File: config.mk
export PLATFORM = sky130hd
export DESIGN_NAME = alu_mc
export DESIGN_NICKNAME = d
export VERILOG_FILES = /design/src/rtl/alu_mc.sv
export SDC_FILE = /design/constraint.sdc
export NUM_CORES = 1
export LEC_CHECK = 0
export BUFFER_PORTS_ARGS = -buffer_cell sky130_fd_sc_hd__buf_2
export CORE_ASPECT_RATIO = 0.9
export CORE_MARGIN = 3
export CORE_UTILIZATION = 60
export DETAILED_ROUTE_END_ITERATION = 12
export PLACE_DENSITY_LB_ADDON = 0.2
export SYNTH_ARGS = -nofsm -noshare
export SYNTH_HDL_FRONTEND = slang
export SYNTH_SLANG_ARGS = --single-unit
File: constraint.sdc
create_clock -name clk -period 4.2 [get_ports clk]
set_clock_uncertainty 0.15 [all_clocks]
set_input_delay 0.63 -clock clk [delete_from_list [all_inputs] [get_ports clk]]
set_output_delay 0.63 -clock clk [all_outputs]
set_load 0.005 [all_outputs]
File: src/rtl/alu_mc.sv
// alu_mc: multi-cycle ALU with valid/ready handshakes on both sides.
// Shifts iterate one bit per cycle; branch-compare flags are registered at accept.
module alu_mc #(
  parameter int WIDTH    = 32,
  parameter int SH_WIDTH = 5
) (
  input  logic             clk,
  input  logic             rst,
  input  logic             in_valid,
  output logic             in_ready,
  input  logic [WIDTH-1:0] SrcA,
  input  logic [WIDTH-1:0] SrcB,
  input  logic [3:0]       ALUctrl,
  output logic             out_valid,
  input  logic             out_ready,
  output logic [WIDTH-1:0] ALUResult,
  output logic             Zero,
  output logic             Lt,
  output logic             Ltu
);

  typedef enum logic [1:0] {
    IDLE,
    SHIFT,
    DONE
  } state_t;

  state_t              state;
  state_t              state_d;
  logic [WIDTH-1:0]    work;
  logic [WIDTH-1:0]    step_val;
  logic [WIDTH-1:0]    comb_res;
  logic [SH_WIDTH-1:0] cnt;
  logic [SH_WIDTH-1:0] shamt;
  logic [1:0]          dir;
  logic                accept;
  logic                is_shift;
  logic                long_op;
  logic                last;

  assign shamt     = SrcB[SH_WIDTH-1:0];
  assign is_shift  = (ALUctrl == 4'b1000) ||
                     (ALUctrl == 4'b1001) ||
                     (ALUctrl == 4'b1010);
  assign long_op   = is_shift && (shamt != '0);
  assign last      = (cnt == SH_WIDTH'(1));
  assign in_ready  = !rst && ((state == IDLE) ||
                     ((state == DONE) && out_ready));
  assign accept    = in_valid && in_ready;
  assign out_valid = (state == DONE);

  // single-cycle result; a zero-distance shift is just SrcA
  always_comb begin
    comb_res = '0;
    case (ALUctrl)
      4'b0000: comb_res = SrcA + SrcB;
      4'b0001: comb_res = SrcA - SrcB;
      4'b0010: comb_res = SrcA ^ SrcB;
      4'b0011: comb_res = SrcA & SrcB;
      4'b0100: comb_res = SrcA | SrcB;
      4'b0101: comb_res = SrcB;
      4'b0110: comb_res = {{(WIDTH-1){1'b0}},
                           $signed(SrcA) < $signed(SrcB)};
      4'b0111: comb_res = {{(WIDTH-1){1'b0}}, SrcA < SrcB};
      4'b1000: comb_res = SrcA;
      4'b1001: comb_res = SrcA;
      4'b1010: comb_res = SrcA;
      default: comb_res = '0;
    endcase
  end

  // one-bit shift of the working register in the captured direction
  always_comb begin
    step_val = work;
    unique case (1'b1)
      (dir == 2'd0): step_val = work << 1;
      (dir == 2'd1): step_val = work >> 1;
      default:       step_val = {work[WIDTH-1], work[WIDTH-1:1]};
    endcase
  end

  // next-state: accept takes priority, DONE drains on out_ready
  always_comb begin
    state_d = state;
    case (state)
      IDLE: begin
        if (accept) state_d = long_op ? SHIFT : DONE;
      end
      SHIFT: begin
        if (last) state_d = DONE;
      end
      DONE: begin
        if (accept)         state_d = long_op ? SHIFT : DONE;
        else if (out_ready) state_d = IDLE;
      end
      default: state_d = IDLE;
    endcase
  end

  // state register
  always_ff @(posedge clk) begin
    if (rst) state <= IDLE;
    else     state <= state_d;
  end

  // datapath: capture at accept, iterate while shifting
  always_ff @(posedge clk) begin
    if (rst) begin
      ALUResult <= '0;
      Zero      <= 1'b0;
      Lt        <= 1'b0;
      Ltu       <= 1'b0;
      work      <= '0;
      cnt       <= '0;
      dir       <= 2'd0;
    end else if (accept) begin
      Zero <= (SrcA == SrcB);
      Lt   <= ($signed(SrcA) < $signed(SrcB));
      Ltu  <= (SrcA < SrcB);
      if (long_op) begin
        work <= SrcA;
        cnt  <= shamt;
        dir  <= ALUctrl[1:0];
      end else begin
        ALUResult <= comb_res;
      end
    end else if (state == SHIFT) begin
      if (last) begin
        ALUResult <= step_val;
        cnt       <= '0;
      end else begin
        work <= step_val;
        cnt  <= cnt - SH_WIDTH'(1);
      end
    end
  end

endmodule
== After elaboration in Yosys (flattened, before gate mapping) ==
Index checks and enable logic that the tools add are counted.
Storage, ports and cells
  bits in registers: 76
  output and inout port bits: 37
  word-level logic and storage cells: 77
  input port bits: 72
Cells by class
  $add $sub $neg: 3
  reduce and logical (&&, ||, !) cells: 20
  bitwise logic cells: 3
  muxes and demuxes: 20
  magnitude comparators: 2
  equality and inequality tests: 21
Operators by type and width (count)
  $pmux W32 S9: 1
  $mux W32: 8
  $lt A32 B32 Y1: 2
  $pmux W32 S2: 1
  $add A32 B32 Y32: 1
  $and A32 B32 Y32: 1
  $eq A32 B32 Y1: 1
  $or A32 B32 Y32: 1
  $sub A32 B32 Y32: 1
  $xor A32 B32 Y32: 1
  $mux W5: 4
  $eq A4 B3 Y1 const B: 4
  $eq A4 B4 Y1 const B: 3
  $mux W2: 5
  $reduce_and A3 Y1: 3
  $eq A4 B2 Y1 const B: 2
  $ne A2 B2 Y1 const B: 4
  $pmux W2 S3: 1
  $eq A5 B1 Y1 const B: 1
  $reduce_bool A5 Y1: 1
  $sub A5 B1 Y5 const B: 1
  $eq A2 B1 Y1 const B: 2
  $eq A4 B1 Y1 const B: 1
  $logic_and A1 B1 Y1: 4
  other kinds (10): 15

== Longest topological paths before layout ==
  depth after elaboration: 7
  mapped depth: 12

== Worst setup path before layout ==
Ideal clock, no wire load.
  path type: input-to-reg
  from: input port SrcA[0]
  to: register ALUResult[26]
  cell stages on the path: 12
  data arrival time: 2938 ps
  data required time: 3929 ps
  setup slack: 991 ps
  path through: inv_1 -> ha_1 -> fa_1 -> or2_1 -> a221oi_2 -> o211ai_2 -> and3b_1 -> o21ai_2 -> nand3_1 -> a311o_1 -> nor2_1 -> o31ai_1
Between the ends
  longest elaborated chain between the ends: 4
Ends and longest elaborated chain
  start: declaration: RTL line 11  | input logic [WIDTH-1:0] SrcA,
  $sub A32 B32 Y32 / $add A32 B32 Y32 (equally long branches): RTL line 57, 56
  $pmux W32 S9 (*): RTL line 55  | case (ALUctrl)
  $mux W32 (*): RTL line 120  | if (long_op) begin
  $mux W32 (*): RTL line 116  | end else if (accept) begin
  end signal: assignment: RTL line 125  | ALUResult <= comb_res;
  end signal: assignment: RTL line 129  | ALUResult <= step_val;
  end: declaration: RTL line 16  | output logic [WIDTH-1:0] ALUResult,
Mark *: on every way between the ends. The rest lies on a longest branch, timed or not. The select of a mux whose other input is x is not followed.
A chain may end at the register's enable or synchronous reset.

== Worst setup path in the final report ==
  from: input port SrcA[3]
  to: register ALUResult[25]
The elaborated chain is that of the path after synthesis.

==> flow_metrics.py <==
metrics = {
    "synthesis": {
        "synthMostInstantiatedCell": "a21oi_1",
        "synth.net_count": 1482,
        "synth_top_cells_by_count": "200 x a21oi_1, 158 x nor2_1, 102 x inv_1, 98 x ha_1, 97 x o21ai_0",
        "syn_inst": 1310,
        "yosysTopAreaCell": "dfxtp_1",
        "ys_types": 87,
        "syn_avg_cell_area_um2": 6.90,
        "synth.top_cell.area_share_pct": 16.8,
        "synth_ff_type": "dfxtp_1",
        "yosysWarningCount": 0,
        "synth.area.top_cells": "dfxtp_1 17%, ha_1 14%, a21oi_1 11%, nor2_1 6.6%, o21ai_0 5.4%",
        "ys_ff_latch": 76,
        "synth_edf_count": 0,
        "seq_area_frac_synth_pct": 16.8,
        "async_flop_share_pct": 0,
        "synth_area_um2": 9040,
    },
    "setup_path": {
        "startpoint_type": "input pin",
        "critPathRequiredTime_ns": 4.26,
        "cp_max_fo": 6,
        "arrival_ns": 3.70,
        "end_kind": "flop",
        "path_class": "in -> reg",
    },
    "layout": {
        "fin_util_pct": 70.1,
        "drive_gt1_share_pct": 14.7,
        "stdcell_count": 1564,
        "synthToLayoutAreaGrowth_pct": 11.4,
        "layout.nets": 1538,
        "n_antenna_cell": 0,
    },
    "timing": {
        "setup_tns_ns": 0,
        "finalSetupViolCount": 0,
        "worst_pin_slew_ns": 1.08,
        "layout_setup_ws_ns": 0.567,
        "relSlewSlack_pct": 27.5,
        "period_share_pct": 86.5,
        "slew_violations": 0,
        "hold_viol": 0,
        "min_period_ns": 3.63,
        "rsz0062_at_grt": "no",
        "fmax_mhz": 275,
    },
    "clock_tree": {
        "cts_resized": 0,
        "cts_buffers": 9,
        "root_buffer": "clkbuf_16",
        "path_clk_slew_ns": 0.06,
        "clock_sinks": 76,
        "clk_latency_ns": 0.34,
        "post_cts_buffers": 0,
        "cts_hold_buf": 0,
        "clockBufferDepth": 2,
        "h-tree-depth": 3,
        "cts_tree": "built",
    },
    "global_route": {
        "grt_max_degree": 56,
        "overflow": 0,
        "grt_pass1_wl_mm": 54.5,
        "grt_antenna_before_repair": 0,
        "grt_pass1_vias": 10002,
        "grt.total_usage_pct": 41.5,
    },
    "die": {
        "die_h_um": 122,
        "die_w_um": 135,
        "initial_core_util_pct": 62.9,
        "io_pins": 109,
        "coreArea_um2": 14400,
        "dieArea_um2": 16600,
        "num_rows": 41,
    },
    "route": {
        "finalWirelength_mm": 35.4,
        "first_pass_iters": 7,
        "initialDrtViolationCount": 1447,
        "ant_nets": 0,
        "route.vias.total": 10868,
        "viasPerCell": 6.95,
        "post_drt_wl_per_cell_um": 22.6,
        "drc": 0,
    },
    "place": {
        "port_buffers": 108,
        "gp_congestion": 1.06,
        "place_hpwl_mm": 26.2,
        "post-place-cells": 1548,
        "place_ws_ns": 0.367,
    },
    "pwr": {
        "ir_worst_vdd_mv": 0.239,
        "leakagePower_nw": 4.26,
        "power_mw": 2.78,
        "power_density_nw_per_um2": 276,
    },
    "hold_path": {
        "hp-class": "reg -> reg",
    },
    "status": {
        "status": "finished, final reports clean",
    },
    "job": {
        "drv_cap": 0,
    },
}
==> report_power, final <==
group	internal, mW	switching [mW]
sequential	0.761	0.0293
combinational	0.374	0.695
clock	0.612	0.310
total	1.75	1.03
==> worst paths after layout <==
path | slack (ns) | end | cells past startpoint | startpoint
max | 0.57 | ALUResult[25]$_SDFFE_PP0P_ | 12 | SrcA[3]
max reg2reg | 1.16 | ALUResult[26]$_SDFFE_PP0P_ | 8 | cnt[1]$_SDFFE_PP0P_
min | 0.30 | ALUResult[7]$_SDFFE_PP0P_ | 2 | ALUResult[7]$_SDFFE_PP0P_
min reg2reg | 0.30 | ALUResult[7]$_SDFFE_PP0P_ | 2 | ALUResult[7]$_SDFFE_PP0P_
==> critical path: stages <==
cell	delay, ns
buf_2	0.17
inv_1	0.06
ha_1	0.39
a21oi_1	0.34
o31ai_4	0.17
o21ai_0	0.51
o21ai_1	0.28
o32ai_2	0.43
o21ai_0	0.15
a21oi_1	0.27
mux2i_1	0.20
o21ai_0	0.10
==> stage by stage <==
stage | instance area (um^2) | hold WS [ns]
finish | 10100 | 0.300
global route | 10100 | 0.319
CTS | 10100 | 0.300
detailed placement | 9720 | 0.292
global placement | 9720 | 0.287
floorplan | 9040 | 0.298
==> metal layers <==
layer  vias up  track usage, %  share of wire [%]
li1       4850               -                  -
met4         0            26.3                7.2
met2       852            66.4                 44
met5         -               0                  0
met1      4982            51.7                 37
met3       184            7.50                 11
==> area by class of cell <==
cell class / instances / area, um^2
clock buffers: 12 / 256
inverters: 105 / 394
clock inverters: 4 / 95.1
well taps: 193 / 241
multi-input cells: 1031 / 6740
repair buffers: 143 / 828
fillers: 1278 / 4290
flip-flops and latches: 76 / 1520
==> placed cells by master (no fill, tap or decap), types with 10 or more instances in the layout <==
master      n
buf_4      33
nor2b_1    12
o31ai_1    10
dfxtp_1    76
ha_1       98
a21oi_1   200
nor4_1     18
inv_1     102
buf_2     108
nand2_1    83
nor2_1    157
a221oi_1   17
a211oi_1   23
o21ai_0    96
a222oi_1   19
xnor2_1    24
nor3_1     29
or3_1      12
o211ai_1   17
nand3_1    18
o21bai_1   13
a22oi_1    18
==> kinds of logic (layout without fill, tap and decap cells) <==
kind of cell             count (synthesis)  in the layout  share of synthesized area (%)
AO/OA/AOI/OAI                          513            513                           37.0
AND/OR/NAND/NOR                        377            377                           19.2
buffers and inverters                  203            264                           8.89
adder cells (fa/ha/maj)                100            100                           14.0
flip-flops                              76             76                           16.8
XOR/XNOR                                32             32                           3.10
multiplexers                             9              9                          0.997
==> registers in the layout, summed over array words and instances, names as in the netlist <==
register   cells
work          32
dir            2
Lt             1
Ltu            1
ALUResult     32
state          2
cnt            5
Zero           1
No activity file was read; power rests on OpenSTA's default activity.
